<file path="src/rtl/assoc_cache_control_pkg.sv">
`default_nettype none
// ============================================================================
// cache_types : controller state encoding and one-hot way helper
// Rev 1.0
// ============================================================================
package cache_types;

  localparam int MAX_WAYS = 8;

  typedef enum logic [1:0] {
    ST_IDLE       = 2'd0,
    ST_TAG_CHECK  = 2'd1,
    ST_WRITE_BACK = 2'd2,
    ST_ALLOCATE   = 2'd3
  } cache_state_t;

  // Callers narrow the result to their own WAYS with a cast.
  function automatic logic [MAX_WAYS-1:0] way_onehot(input logic [2:0] idx);
    logic [MAX_WAYS-1:0] oh;
    oh      = '0;
    oh[idx] = 1'b1;
    return oh;
  endfunction

endpackage
`default_nettype wire

</file>
<file path="src/rtl/assoc_cache_control_if.sv">
`default_nettype none
// ============================================================================
// assoc_cache_control_if : CPU/datapath/pmem bundle for assoc_cache_control
// Rev 1.0
// ============================================================================
interface assoc_cache_control_if #(
  parameter int WAYS  = 2,
  parameter int CNT_W = 32
);
  localparam int IW = $clog2(WAYS);

  logic            mem_read;
  logic            mem_write;
  logic [WAYS-1:0] hit;
  logic [WAYS-1:0] valid;
  logic [WAYS-1:0] dirty;
  logic [IW-1:0]   lru_way;
  logic            pmem_resp;

  logic            mem_resp;
  logic            pmem_read;
  logic            pmem_write;
  logic            load_lru;
  logic            wb_addr_sel;
  logic            fill_sel;
  logic [WAYS-1:0] load_data;
  logic [WAYS-1:0] load_tag;
  logic [WAYS-1:0] set_valid;
  logic [WAYS-1:0] set_dirty;
  logic [WAYS-1:0] set_clean;
  logic            multi_hit_err;
  logic [CNT_W-1:0] hit_cnt;
  logic [CNT_W-1:0] miss_cnt;
  logic [CNT_W-1:0] wb_cnt;

  modport master (
    output mem_read, mem_write, hit, valid, dirty, lru_way, pmem_resp,
    input  mem_resp, pmem_read, pmem_write, load_lru, wb_addr_sel, fill_sel,
           load_data, load_tag, set_valid, set_dirty, set_clean, multi_hit_err,
           hit_cnt, miss_cnt, wb_cnt
  );

  modport slave (
    input  mem_read, mem_write, hit, valid, dirty, lru_way, pmem_resp,
    output mem_resp, pmem_read, pmem_write, load_lru, wb_addr_sel, fill_sel,
           load_data, load_tag, set_valid, set_dirty, set_clean, multi_hit_err,
           hit_cnt, miss_cnt, wb_cnt
  );

endinterface
`default_nettype wire

</file>
<file path="src/rtl/assoc_cache_control_perf.sv">
`default_nettype none
// ============================================================================
// cache_perf_counters : wrapping hit / miss / write-back event counters
// Rev 1.0
// ============================================================================
module cache_perf_counters #(
  parameter int CNT_W = 32
) (
  input  logic             clk,
  input  logic             rst_n,
  input  logic             hit_inc_i,
  input  logic             miss_inc_i,
  input  logic             wb_inc_i,
  output logic [CNT_W-1:0] hit_cnt_o,
  output logic [CNT_W-1:0] miss_cnt_o,
  output logic [CNT_W-1:0] wb_cnt_o
);

  logic [CNT_W-1:0] hit_cnt_q;
  logic [CNT_W-1:0] miss_cnt_q;
  logic [CNT_W-1:0] wb_cnt_q;

  always_ff @(posedge clk or negedge rst_n) begin
    if (!rst_n) begin
      hit_cnt_q  <= '0;
      miss_cnt_q <= '0;
      wb_cnt_q   <= '0;
    end else begin
      if (hit_inc_i)  hit_cnt_q  <= hit_cnt_q  + CNT_W'(1);
      if (miss_inc_i) miss_cnt_q <= miss_cnt_q + CNT_W'(1);
      if (wb_inc_i)   wb_cnt_q   <= wb_cnt_q   + CNT_W'(1);
    end
  end

  assign hit_cnt_o  = hit_cnt_q;
  assign miss_cnt_o = miss_cnt_q;
  assign wb_cnt_o   = wb_cnt_q;

endmodule
`default_nettype wire

</file>
<file path="src/rtl/assoc_cache_control.sv">
`default_nettype none
// ============================================================================
// assoc_cache_control : N-way set-associative cache controller FSM
// Optional performance counters enabled by macro ASSOC_CACHE_PERF_EN.
// Rev 1.0
// ============================================================================
module assoc_cache_control
  import cache_types::*;
#(
  parameter int WAYS  = 2,
  parameter int CNT_W = 32
) (
  input  logic                 clk,
  input  logic                 rst_n,
  assoc_cache_control_if.slave bus
);

  localparam int IW = $clog2(WAYS);

  cache_state_t    state_q, state_d;
  logic [IW-1:0]   victim_q, victim_d;

  logic            w_req, w_wr, w_hit_any, w_multi, w_inv_any, w_victim_dirty;
  logic [IW-1:0]   w_hit_idx, w_inv_idx, w_victim;
  logic [WAYS-1:0] w_hit_oh, w_vq_oh;

  logic            w_mem_resp, w_pmem_read, w_pmem_write, w_load_lru;
  logic            w_wb_addr_sel, w_fill_sel, w_multi_hit_err;
  logic [WAYS-1:0] w_load_data, w_load_tag, w_set_valid, w_set_dirty, w_set_clean;

  assign w_req     = bus.mem_read | bus.mem_write;
  assign w_wr      = bus.mem_write;
  assign w_hit_any = |bus.hit;
  assign w_multi   = $countones(bus.hit) > 1;

  // Descending scans so the lowest-index candidate is the one left standing.
  always_comb begin
    w_hit_idx = '0;
    w_inv_idx = '0;
    w_inv_any = 1'b0;
    for (int i = WAYS - 1; i >= 0; i--) begin
      if (bus.hit[i]) w_hit_idx = IW'(i);
      if (!bus.valid[i]) begin
        w_inv_idx = IW'(i);
        w_inv_any = 1'b1;
      end
    end
  end

  assign w_victim       = w_inv_any ? w_inv_idx : bus.lru_way;
  assign w_victim_dirty = bus.valid[w_victim] & bus.dirty[w_victim];
  assign w_hit_oh       = WAYS'(way_onehot(3'(w_hit_idx)));
  assign w_vq_oh        = WAYS'(way_onehot(3'(victim_q)));

  always_comb begin
    state_d         = state_q;
    victim_d        = victim_q;
    w_mem_resp      = 1'b0;
    w_pmem_read     = 1'b0;
    w_pmem_write    = 1'b0;
    w_load_lru      = 1'b0;
    w_wb_addr_sel   = 1'b0;
    w_fill_sel      = 1'b0;
    w_multi_hit_err = 1'b0;
    w_load_data     = '0;
    w_load_tag      = '0;
    w_set_valid     = '0;
    w_set_dirty     = '0;
    w_set_clean     = '0;
    case (state_q)
      ST_IDLE: begin
        if (w_req) state_d = ST_TAG_CHECK;
      end
      ST_TAG_CHECK: begin
        // An abandoned request (dropped during a fill) retires silently.
        if (!w_req) begin
          state_d = ST_IDLE;
        end else if (w_hit_any) begin
          w_mem_resp      = 1'b1;
          w_load_lru      = 1'b1;
          w_multi_hit_err = w_multi;
          if (w_wr) begin
            w_load_data = w_hit_oh;
            w_set_dirty = w_hit_oh;
          end
          state_d = ST_IDLE;
        end else begin
          victim_d = w_victim;
          state_d  = w_victim_dirty ? ST_WRITE_BACK : ST_ALLOCATE;
        end
      end
      ST_WRITE_BACK: begin
        w_pmem_write  = 1'b1;
        w_wb_addr_sel = 1'b1;
        if (bus.pmem_resp) begin
          w_set_clean = w_vq_oh;
          state_d     = ST_ALLOCATE;
        end
      end
      ST_ALLOCATE: begin
        w_pmem_read = 1'b1;
        w_fill_sel  = 1'b1;
        if (bus.pmem_resp) begin
          w_load_data = w_vq_oh;
          w_load_tag  = w_vq_oh;
          w_set_valid = w_vq_oh;
          w_set_clean = w_vq_oh;
          state_d     = ST_TAG_CHECK;
        end
      end
      default: state_d = ST_IDLE;
    endcase
  end

  always_ff @(posedge clk or negedge rst_n) begin
    if (!rst_n) begin
      state_q  <= ST_IDLE;
      victim_q <= '0;
    end else begin
      state_q  <= state_d;
      victim_q <= victim_d;
    end
  end

  assign bus.mem_resp      = w_mem_resp;
  assign bus.pmem_read     = w_pmem_read;
  assign bus.pmem_write    = w_pmem_write;
  assign bus.load_lru      = w_load_lru;
  assign bus.wb_addr_sel   = w_wb_addr_sel;
  assign bus.fill_sel      = w_fill_sel;
  assign bus.multi_hit_err = w_multi_hit_err;
  assign bus.load_data     = w_load_data;
  assign bus.load_tag      = w_load_tag;
  assign bus.set_valid     = w_set_valid;
  assign bus.set_dirty     = w_set_dirty;
  assign bus.set_clean     = w_set_clean;

`ifdef ASSOC_CACHE_PERF_EN
  logic w_hit_inc, w_miss_inc, w_wb_inc;

  // A fill re-check with the request still held counts as a hit.
  assign w_hit_inc  = (state_q == ST_TAG_CHECK) && w_req && w_hit_any;
  assign w_miss_inc = (state_q == ST_TAG_CHECK) && w_req && !w_hit_any;
  assign w_wb_inc   = (state_q == ST_WRITE_BACK) && bus.pmem_resp;

  cache_perf_counters #(
    .CNT_W (CNT_W)
  ) u_perf (
    .clk        (clk),
    .rst_n      (rst_n),
    .hit_inc_i  (w_hit_inc),
    .miss_inc_i (w_miss_inc),
    .wb_inc_i   (w_wb_inc),
    .hit_cnt_o  (bus.hit_cnt),
    .miss_cnt_o (bus.miss_cnt),
    .wb_cnt_o   (bus.wb_cnt)
  );
`else
  assign bus.hit_cnt  = '0;
  assign bus.miss_cnt = '0;
  assign bus.wb_cnt   = '0;
`endif

endmodule
`default_nettype wire

</file>
<file path="src/flat_wrapper.sv">
// flat-port wrapper written by rule: the top's interface ports become plain ports
module assoc_cache_control_flat import cache_types::*;
#(
  parameter int WAYS  = 2,
  parameter int CNT_W = 32
)
  (clk, rst_n, bus_mem_read, bus_mem_write, bus_hit, bus_valid, bus_dirty, bus_lru_way, bus_pmem_resp, bus_mem_resp, bus_pmem_read, bus_pmem_write, bus_load_lru, bus_wb_addr_sel, bus_fill_sel, bus_load_data, bus_load_tag, bus_set_valid, bus_set_dirty, bus_set_clean, bus_multi_hit_err, bus_hit_cnt, bus_miss_cnt, bus_wb_cnt);
  assoc_cache_control_if #(.WAYS(WAYS), .CNT_W(CNT_W)) bus_i ();
  input  logic clk;
  input  logic rst_n;
  input wire logic [$bits(bus_i.mem_read)-1:0] bus_mem_read;
  input wire logic [$bits(bus_i.mem_write)-1:0] bus_mem_write;
  input wire logic [$bits(bus_i.hit)-1:0] bus_hit;
  input wire logic [$bits(bus_i.valid)-1:0] bus_valid;
  input wire logic [$bits(bus_i.dirty)-1:0] bus_dirty;
  input wire logic [$bits(bus_i.lru_way)-1:0] bus_lru_way;
  input wire logic [$bits(bus_i.pmem_resp)-1:0] bus_pmem_resp;
  output wire logic [$bits(bus_i.mem_resp)-1:0] bus_mem_resp;
  output wire logic [$bits(bus_i.pmem_read)-1:0] bus_pmem_read;
  output wire logic [$bits(bus_i.pmem_write)-1:0] bus_pmem_write;
  output wire logic [$bits(bus_i.load_lru)-1:0] bus_load_lru;
  output wire logic [$bits(bus_i.wb_addr_sel)-1:0] bus_wb_addr_sel;
  output wire logic [$bits(bus_i.fill_sel)-1:0] bus_fill_sel;
  output wire logic [$bits(bus_i.load_data)-1:0] bus_load_data;
  output wire logic [$bits(bus_i.load_tag)-1:0] bus_load_tag;
  output wire logic [$bits(bus_i.set_valid)-1:0] bus_set_valid;
  output wire logic [$bits(bus_i.set_dirty)-1:0] bus_set_dirty;
  output wire logic [$bits(bus_i.set_clean)-1:0] bus_set_clean;
  output wire logic [$bits(bus_i.multi_hit_err)-1:0] bus_multi_hit_err;
  output wire logic [$bits(bus_i.hit_cnt)-1:0] bus_hit_cnt;
  output wire logic [$bits(bus_i.miss_cnt)-1:0] bus_miss_cnt;
  output wire logic [$bits(bus_i.wb_cnt)-1:0] bus_wb_cnt;
  assign bus_i.mem_read = bus_mem_read;
  assign bus_i.mem_write = bus_mem_write;
  assign bus_i.hit = bus_hit;
  assign bus_i.valid = bus_valid;
  assign bus_i.dirty = bus_dirty;
  assign bus_i.lru_way = bus_lru_way;
  assign bus_i.pmem_resp = bus_pmem_resp;
  assign bus_mem_resp = bus_i.mem_resp;
  assign bus_pmem_read = bus_i.pmem_read;
  assign bus_pmem_write = bus_i.pmem_write;
  assign bus_load_lru = bus_i.load_lru;
  assign bus_wb_addr_sel = bus_i.wb_addr_sel;
  assign bus_fill_sel = bus_i.fill_sel;
  assign bus_load_data = bus_i.load_data;
  assign bus_load_tag = bus_i.load_tag;
  assign bus_set_valid = bus_i.set_valid;
  assign bus_set_dirty = bus_i.set_dirty;
  assign bus_set_clean = bus_i.set_clean;
  assign bus_multi_hit_err = bus_i.multi_hit_err;
  assign bus_hit_cnt = bus_i.hit_cnt;
  assign bus_miss_cnt = bus_i.miss_cnt;
  assign bus_wb_cnt = bus_i.wb_cnt;
  assoc_cache_control #(.WAYS(WAYS), .CNT_W(CNT_W)) u_core (.clk(clk), .rst_n(rst_n), .bus(bus_i));
endmodule
</file>
<file path="config.mk">
export PLATFORM = sky130hd
export DESIGN_NAME = assoc_cache_control_flat
export DESIGN_NICKNAME = d
export VERILOG_FILES = /design/src/rtl/assoc_cache_control_pkg.sv /design/src/rtl/assoc_cache_control_if.sv /design/src/rtl/assoc_cache_control_perf.sv /design/src/rtl/assoc_cache_control.sv /design/src/flat_wrapper.sv
export SDC_FILE = /design/constraint.sdc
export NUM_CORES = 1
export LEC_CHECK = 0
export ABC_AREA = 1
export CORE_ASPECT_RATIO = 1.5
export CORE_MARGIN = 1.5
export CORE_UTILIZATION = 25
export DETAILED_ROUTE_END_ITERATION = 6
export PLACE_DENSITY = 0.79
export SETUP_SLACK_MARGIN = 0.1
export SYNTH_ARGS = -nofsm -noshare
export SYNTH_HDL_FRONTEND = slang
export SYNTH_SLANG_ARGS = --single-unit
</file>
<file path="constraint.sdc">
create_clock -name clk -period 1.2 [get_ports clk]
set_input_delay 0.18 -clock clk [delete_from_list [all_inputs] [get_ports clk]]
set_output_delay 0.18 -clock clk [all_outputs]
set_load 0.02 [all_outputs]
</file>
# Word level (Yosys, flattened, before mapping)
# Cells that the tools add are included.
# Widths: inputs -> output; s select.
word_totals:
  ff_bits: 3
  wordCells: 62
  input_bits: 12
  output_inout_bits: 113
op_classes:
  n_lt_le_gt_ge: 6
  addsub: 1
  mux: 37
  n_bitwise: 3
  reduce_logical: 7
  eq_ne: 6
ops:
  columns: ["operator", "count"]
  rows:
  - ["$gt 32x2->1 const B", 1]
  - ["$mux 2", 12]
  - ["$mux 1", 21]
  - ["$lt 1x4->1 const B", 2]
  - ["$pmux 2 s4", 1]
  - ["$reduce_and 3->1", 2]
  - ["$eq 2x2->1 const B", 2]
  - ["$ne 2x2->1 const B", 2]
  - ["$pmux 2 s2", 1]
  - ["$reduce_or 2->1", 2]
  - ["$add 1x1->2", 1]
  - ["$demux 1 s1", 2]
  - ["$eq 2x1->1 const B", 1]
  - ["$ge 1x1->1 const B", 2]
  - ["$logic_and 1x1->1", 2]
  - ["$logic_not 2->1", 1]
  - ["$lt 1x2->1 const B", 1]
  - ["$ne 2x1->1 const B", 1]
  - ["$and 1x1->1", 1]
  - ["$not 1->1", 1]
  - ["$or 1x1->1", 1]

# Longest topological paths before layout
# Gate-level depths: netlist of the first run.
depth:
  ltp_word: 10
  mapped_depth: 8

# Least setup slack after synthesis of the first run
# OpenSTA, ideal clock, no wires.
synth_timing:
  kind: "reg-to-output"
  start: "reg u_core.state_q[0]"
  end: "out bus_set_valid[0]"
  n_path_buf: 1
  setup_slack_ns: -0.371
  stages_incl_launch_ff: 5
  required_ns: 1.020
  arrival_time_ns: 1.391
  path_cell_list: "dfrtp_1 > ha_1 > inv_1 > nor2_1 > buf_4"
synth_via:
  elab_chain_cells: 2
synth_rtl:
  columns: ["element", "line_no", "rtl"]
  rows:
  - ["start, declared", "assoc_cache_control.sv:20", "cache_state_t state_q, state_d;"]
  - ["start signal, assigned", "assoc_cache_control.sv:120", "state_q <= state_d;"]
  - ["$eq 2x2->1", null, null]
  - ["$mux 2", null, null]
  - ["end, declared", "flat_wrapper.sv:26", "output wire logic [$bits(bus_i.set_valid)-1:0] bus_set_valid;"]
# No other way between the ends.

# Worst setup path in the final report of the first run
layout_timing:
  start: "reg u_core.state_q[1]"
  end: "reg u_core.state_q[0]"
layout_via:
  elab_chain_cells: 3
layout_rtl:
  columns: ["element", "line_no", "rtl"]
  rows:
  - ["$eq 2x2->1 or $logic_not 2->1 (tied branches)", "assoc_cache_control.sv:70", "case (state_q)"]
  - ["$ne 2x2->1 (no line) or $ne 2x1->1 (tied branches)", null, null]
  - ["$reduce_and 3->1 (no line)", null, null]
# Several ways; a longest one is shown, not always the timed one.
# A chain may end at the register's enable or synchronous reset.

==> results of run 1 <==
## cells in the mapped netlist
cell type  number  share of area (%)
nor2_4          1                1.0
inv_1          11                3.7
nor2_1         18                6.0
o22ai_1         2                1.1
nand2_1        13                4.4
a21oi_2         1               0.78
dfrtp_1         3                6.7
o21ai_1         1               0.45
buf_4         101                 68
o21ai_0         1               0.45
nor2_2          2                1.1
ha_1            4                4.5
or2_1           1               0.56
o21bai_1        1               0.67
nand3_1         1               0.45
conb_1          1               0.34
## state kept, by name, summed over array words and instances (netlist names)
register,cells
u_core.victim_q,1
u_core.state_q,2
## layout by cell type (no fill, tap or decap), types with 2 or more instances in the layout
cell type	count
o22ai_4	2
dfrtp_1	2
inv_1	7
nor2_1	9
nor2_4	10
conb_1	96
nand2_2	2
buf_6	24
nand2_4	2
nand2_1	9
clkdlybuf4s50_1	11
nor2_2	2
clkbuf_8	3
inv_2	2
buf_4	17
inv_4	2
ha_4	3
## worst register-to-register path: stages, from the launching register on
cell,delay (ns)
dfrtp_1,0.39
buf_6,0.14
ha_4,0.16
buf_6,0.12
nor2_4,0.13
buf_6,0.11
nor2_4,0.03
a21oi_4,0.14
nand2_1,0.07
nor2_1,0.10
nor2_1,0.05
## where the power goes
group / internal (mW) / switching [mW]
clock: 0.226 / 0.0574
sequential: 0.152 / 0.0603
combinational: 0.778 / 1.00
## per-stage QoR
step / power [mW] / TNS, ns / cell area, sq um / hold slack, ns
2_1_floorplan: 1.392 / -1.054 / 1580 / -0.1156
3_3_place_gp: 1.580 / -10.02 / 1284 / 0.3662
3_5_place_dp: 1.621 / -10.78 / 1284 / 0.3733
4_1_cts: 2.213 / -5.015 / 1460 / 0.1540
5_1_grt: 2.431 / -5.909 / 1498 / 0.1555
6_report: 2.275 / -4.938 / 1498 / 0.1540
## how the worst min path moves through the flow
| stage | from | endpoint | cells past startpoint |
|---|---|---|---|
| final | rst_n | u_core.victim_q | 1 |
| after global routing | rst_n | u_core.victim_q | 1 |
| after CTS | rst_n | u_core.state_q[0] | 1 |
| after detailed placement | rst_n | u_core.state_q[1] | 1 |
| after global placement | rst_n | u_core.victim_q | 1 |
| after floorplan | rst_n | u_core.state_q[0] | 0 |
## logic make-up after synthesis
kind of cell	count (synthesis)
simple gates	36
fa+ha+maj	4
compound gates	6
flops	3
other cells	1
buf+inv	112
## layer usage
metal,GRT usage (%),share of wire [%]
met1,4.705,21
met2,16.12,63
met3,2.896,16
met4,1.903,0.40
met5,0,0
## cell type report
cell class / count / area share (%)
multi-input cells: 142 / 51.04
repair buffers: 52 / 33.92
flip-flops and latches: 3 / 5.096
well taps: 46 / 3.843
inverters: 11 / 3.091
clock buffers: 4 / 3.008
## repair_timing
| item | 4_1_cts | 5_1_grt |
|---|---|---|
| pin swaps | 8 | 7 |
| endpoints found under the setup margin | 20 | 20 |
| resized for setup | 119 | 9 |
| buffers inserted | 7 | 2 |
==> metrics.log, run 1 <==
INFO  metric timing.critical_path.depth = 10
INFO  metric cp_data_required_time = 1.29 ns
INFO  metric ys_seq_elements = 3
INFO  metric routed_wl = ~2 mm
INFO  metric viasPerCell = 3.291
INFO  metric placement.io_buffers = 28
INFO  metric post_synth_inst_count = ~160
INFO  metric r2r_setup_slack = -0.36 ns
INFO  metric cp-startpoint = u_core.state_q[1]
INFO  metric yosys.area_share.adder = about 4.5%
INFO  metric area_growth_from_synthesis_to_layout = 33.89%
INFO  metric yosysWarningCount = 0
INFO  metric worst_path_dominant_cell_family = flip-flops
INFO  metric maxSlewViolCount = 0
INFO  metric die_area = between 4000 and 5000 sq um
INFO  metric num_vias = around 850
INFO  metric vdd_drop_max = about 0.85 mV
INFO  metric layout-drive-gt1-share = between 30% and 40%
INFO  metric die_w = ~58 um
INFO  metric drc = 0
INFO  metric end_kind = flop
INFO  metric nNetsFinal = approximately 230
INFO  metric floorplan.core_area = about 4200 sq um
INFO  metric netlist_area = between 1000 and 1500 sq um
INFO  metric grt_max_degree = 5
INFO  metric cts-hold-fix-buffers = 0
INFO  metric cts_buffers = 3
INFO  metric critical_path.max_stage_delay = 0.39 ns
INFO  metric reported_leakage_power = slightly above 0.8 nW
INFO  metric clock_insertion_delay_worst_skew = 0.21 ns
INFO  metric cap_violations = 0
INFO  metric drt-initial-drc-count = 5
INFO  metric place.gp.congestion = roughly 0.70
INFO  metric synth_sequential_area_ratio = 6.711%
INFO  metric final.period_utilization = 130.3%
INFO  metric crit_path_cell_trace = buf_6, ha_4, buf_6, nor2_4, buf_6, nor2_4, a21oi_4, nand2_1, nor2_1, nor2_1
INFO  metric grt_setup_unrepaired = true
INFO  metric num_rows = 29
INFO  metric synthesis.area_per_instance = 6.905 sq um
INFO  metric final_instance_count_excl_fillers = about 260
INFO  metric powerDensity = 1519 nW/um^2
INFO  metric regToRegStartpoint = u_core.state_q[1]
INFO  metric tritoncts_clock_tree = built
INFO  metric combinational_family_with_the_most_area_after_synthesis = buffers and inverters
INFO  metric timing.critical_path.buf_inv = 3
INFO  metric path_max_fanout = 4
INFO  metric synth.area.mux_share = 0%
INFO  metric violated_checks = negative setup slack
INFO  metric cts_buffer_depth = 2
INFO  metric capture_instance_of_the_worst_register_to_register_path = u_core.state_q[0]
INFO  metric synthXorXnorAreaFrac = 0%
INFO  metric setup_viol = 19
INFO  metric cts.clk_slew.worst_paths = about 0.030 ns
INFO  metric fin_crit = about 1.6 ns
INFO  metric fillers = roughly 430
INFO  metric post-route-util = 35.28%
INFO  metric routedWlPerCell = a little under 8 um
INFO  metric status = finished, violations left
INFO  metric hpwl_after_dpl = between 1.5 and 2 mm
INFO  metric top_level_ports = 125
INFO  metric regArea = about 76 sq um
INFO  metric cts_sinks = 3
INFO  metric timing.reg2reg.worst_path_depth = 10
INFO  metric first_global_vias = between 600 and 700
INFO  metric overflow = 0
INFO  metric placement.setup.worst_slack = -0.7509 ns
INFO  metric synth_compound_gate_area_share = under 10%
INFO  metric multiInputGateArea = approximately 760 sq um
INFO  metric postRouteAntennaNets = 0
INFO  metric first_pass_grt_wire_length = 2.677 mm
INFO  metric synth_simple_gate_area_share = between 10% and 20%
INFO  metric dr.pass1.iters = 3
INFO  metric critical_path_class = flop to flop
INFO  metric chipHeight = 84.93 um
INFO  metric timing.critical_path.to = u_core.state_q[0]
INFO  metric cp-start-kind = flop
INFO  metric crit_arrival = about 1.7 ns
INFO  metric timing.final.hold_violations = 0
INFO  metric floorplan.initialDensity = 26.35%
INFO  metric cpMostUsedCell = buf_6
INFO  metric clock_tree.root_cell = clkbuf_8
INFO  metric yosys.cell_types.count = 16
INFO  metric grt_usage = 7.182%
INFO  metric maxClockFrequency = roughly 640 MHz
INFO  metric skew = around 0.00013 ns
INFO  metric holdCritPathClass = input port to async pin
INFO  metric count_of_inserted_antenna_diode_cells = 0
INFO  metric cts_max_level = 1
INFO  metric crit_path_top_delay_cell = dfrtp_1
INFO  metric setup_slack = -0.3634 ns
INFO  metric antenna_found_initial = 0
INFO  metric placed_cells = 247
No activity file was read; power rests on OpenSTA's default activity.
==> run 2: changes to the inputs <==
--- a/config.mk
+++ b/config.mk
@@ -10,8 +10,10 @@
 export CORE_MARGIN = 1.5
 export CORE_UTILIZATION = 25
 export DETAILED_ROUTE_END_ITERATION = 6
+export GPL_TIMING_DRIVEN = 0
 export PLACE_DENSITY = 0.79
 export SETUP_SLACK_MARGIN = 0.1
+export SLEW_MARGIN = 25
 export SYNTH_ARGS = -nofsm -noshare
 export SYNTH_HDL_FRONTEND = slang
 export SYNTH_SLANG_ARGS = --single-unit
==> run 2 against run 1 <==
- flip-flop and latch count stayed put
- clock-buffer cell count did not move
- setup slack worse by 0.010 ns
- combinational power rose by 2%
- the flow still finishes with violations (negative setup slack)
- largest power group unchanged
- sequential power is 7% higher
- largest cell class is now non-clock buffers
==> metrics.log, run 2 (synthesized netlist as in run 1, its figures left out) <==
INFO  metric nNetsFinal = ~320
INFO  metric maxClockFrequency = around 640 MHz
INFO  metric placement.io_buffers = 28
INFO  metric largestRegisters = u_core.state_q: 2 flops, u_core.victim_q: 1 flops
INFO  metric end_kind = output port
INFO  metric antenna_found_initial = 0
INFO  metric fillers = 402
INFO  metric routedWlPerCell = between 6 and 7 um
INFO  metric vdd_drop_max = just over 0.8 mV
INFO  metric critical_path.max_stage_delay = between 0.4 and 0.5 ns
INFO  metric net-switching-power = about 1.1 mW
INFO  metric first_pass_grt_wire_length = approximately 3.2 mm
INFO  metric first_global_vias = between 800 and 900
INFO  metric cts_buffers = 3
INFO  metric setup_slack = -0.3736 ns
INFO  metric fin_crit = 1.574 ns
INFO  metric timing.final.hold_violations = 0
INFO  metric reported_leakage_power = between 1 and 1.5 nW
INFO  metric top_level_ports = approximately 130
INFO  metric clockPowerShare = between 10% and 20%
INFO  metric crit_arrival = between 1 and 1.5 ns
INFO  metric cp-startpoint = u_core.state_q[1]
INFO  metric maxSlewViolCount = 0
INFO  metric overflow = 0
INFO  metric grt_max_degree = 5
INFO  metric finalInstanceArea = between 2000 and 2500 sq um
INFO  metric timing.critical_path.to = bus_mem_resp
INFO  metric path_max_fanout = 3
INFO  metric most-common-layout-cells = buf_4 (106), conb_1 (96), buf_6 (21)
INFO  metric regToRegStartpoint = u_core.state_q[0]
INFO  metric routed_wl = 2.285 mm
INFO  metric violated_checks = negative setup slack
INFO  metric cts_sinks = 3
INFO  metric clock_insertion_delay_worst_skew = around 0.22 ns
INFO  metric holdCritPathClass = input port to async pin
INFO  metric viasPerCell = around 3
INFO  metric num_rows = 29
INFO  metric place.gp.congestion = approximately 0.74
INFO  metric powerDensity = about 1100 nW/um^2
INFO  metric final.period_utilization = 131.1%
INFO  metric place_area = between 1500 and 2000 sq um
INFO  metric postRouteAntennaNets = 0
INFO  metric mostFrequentLayoutCell = buf_4
INFO  metric die_w = 57.62 um
INFO  metric skew = ~0.0019 ns
INFO  metric count_of_inserted_antenna_diode_cells = 0
INFO  metric grt_usage = slightly above 8%
INFO  metric post-route-util = roughly half
INFO  metric cts-hold-fix-buffers = 0
INFO  metric area_growth_from_synthesis_to_layout = 88.59%
INFO  metric largest_register_ff_count = 2
INFO  metric capture_instance_of_the_worst_register_to_register_path = u_core.state_q[0]
INFO  metric power.switching_fraction = 47.12%
INFO  metric floorplan.core_area = approximately 4200 sq um
INFO  metric layout-drive-gt1-share = 53.02%
INFO  metric die_area = 4893 sq um
INFO  metric setup_viol = 20
INFO  metric cts_buffer_depth = 2
INFO  metric logic_gate_share_of_total_power = between 70% and 80%
INFO  metric cp-start-kind = flop
INFO  metric hpwl_after_dpl = between 2 and 2.5 mm
INFO  metric cts_max_level = 1
INFO  metric tritoncts_clock_tree = built
INFO  metric critical_path_class = flop to output port
INFO  metric cp_data_required_time = just over 1 ns
INFO  metric max_flop_register = u_core.state_q
INFO  metric floorplan.initialDensity = between 20% and 30%
INFO  metric power_frac_seq = between 9 and 10%
INFO  metric cts.clk_slew.worst_paths = 0.03 ns
INFO  metric drc = 0
INFO  metric chipHeight = approximately 85 um
INFO  metric num_vias = between 1,000 and 1,500
INFO  metric timing.reg2reg.worst_path_depth = 9
INFO  metric r2r_setup_slack = -0.25 ns
INFO  metric drt-initial-drc-count = 9
INFO  metric cap_violations = 0
INFO  metric dr.pass1.iters = 2
INFO  metric grt_setup_unrepaired = true
INFO  metric status = finished, violations left
INFO  metric clock_tree.root_cell = clkbuf_8
INFO  metric crit_path_top_delay_cell = dfrtp_2
INFO  metric cell_internal_pwr = between 1 and 1.5 mW
INFO  metric crit_path_cell_trace = inv_2, ha_4, inv_4, nor2_4, inv_2, nor2_4, buf_6, buf_6
-- run 2: power groups by stage --
stage | clock (mW) | sequential [mW] | combinational, mW
CTS | 0.299 | 0.231 | 1.68
finish | 0.292 | 0.227 | 1.82
floorplan | 0 | 0.211 | 1.18
global placement | 0 | 0.223 | 1.47
detailed placement | 0 | 0.230 | 1.48
global route | 0.304 | 0.234 | 1.95
-- run 2: layout make-up --
class	count	area (sq um)	share of cell area [%]
Buffer	101	769.5	36.48
Tap cell	46	57.56	2.728
Clock buffer	4	45.04	2.135
Timing Repair Buffer	37	371.6	17.62
Multi-Input combinational cell	142	738.2	34.99
Sequential cell	3	77.57	3.677
Inverter	11	50.05	2.372
-- run 2: metrics by stage --
step,setup slack (ns),power (mW),std cells,setup TNS [ns],hold slack (ns)
global placement,-0.7189,1.691,331,-9.853,0.3664
finish,-0.3736,2.336,344,-5.124,0.1451
CTS,-0.3650,2.211,341,-4.834,0.1440
floorplan,-0.1415,1.392,257,-1.054,-0.1156
global route,-0.4289,2.487,344,-6.259,0.1698
detailed placement,-0.7340,1.713,331,-10.21,0.3696
-- run 2: what timing repair did --
action	in CTS	in global routing
setup endpoints to repair	20	20
buffers inserted	6	3
resized for setup	115	6
endpoints found under the hold margin	0	0
pin swaps	7	7
-- run 2: routing by layer --
| metal | wire (um) | vias up | track usage (%) |
|---|---|---|---|
| met5 | 0 | - | 0 |
| met4 | 26 | 0 | 3.171 |
| met3 | 433 | 4 | 3.659 |
| met1 | 574 | 382 | 6.089 |
| li1 | - | 563 | - |
| met2 | 1250 | 88 | 16.63 |
-- run 2: how the worst min path moves through the flow --
stage | slack [ns] | to | cells past startpoint | from
global route | 0.17 | u_core.victim_q | 1 | rst_n
CTS | 0.14 | u_core.victim_q | 1 | rst_n
detailed placement | 0.37 | u_core.state_q[1] | 1 | rst_n
floorplan | -0.12 | u_core.state_q[0] | 0 | rst_n
global placement | 0.37 | u_core.victim_q | 1 | rst_n
finish | 0.15 | u_core.victim_q | 1 | rst_n
-- run 2: worst max-delay path: cells and delay by family, from the launching register on --
| family | cells | cell delay, ns |
|---|---|---|
| flops | 1 | 0.43 |
| fa+ha+maj | 1 | 0.17 |
| buf+inv | 5 | 0.40 |
| simple gates | 2 | 0.18 |
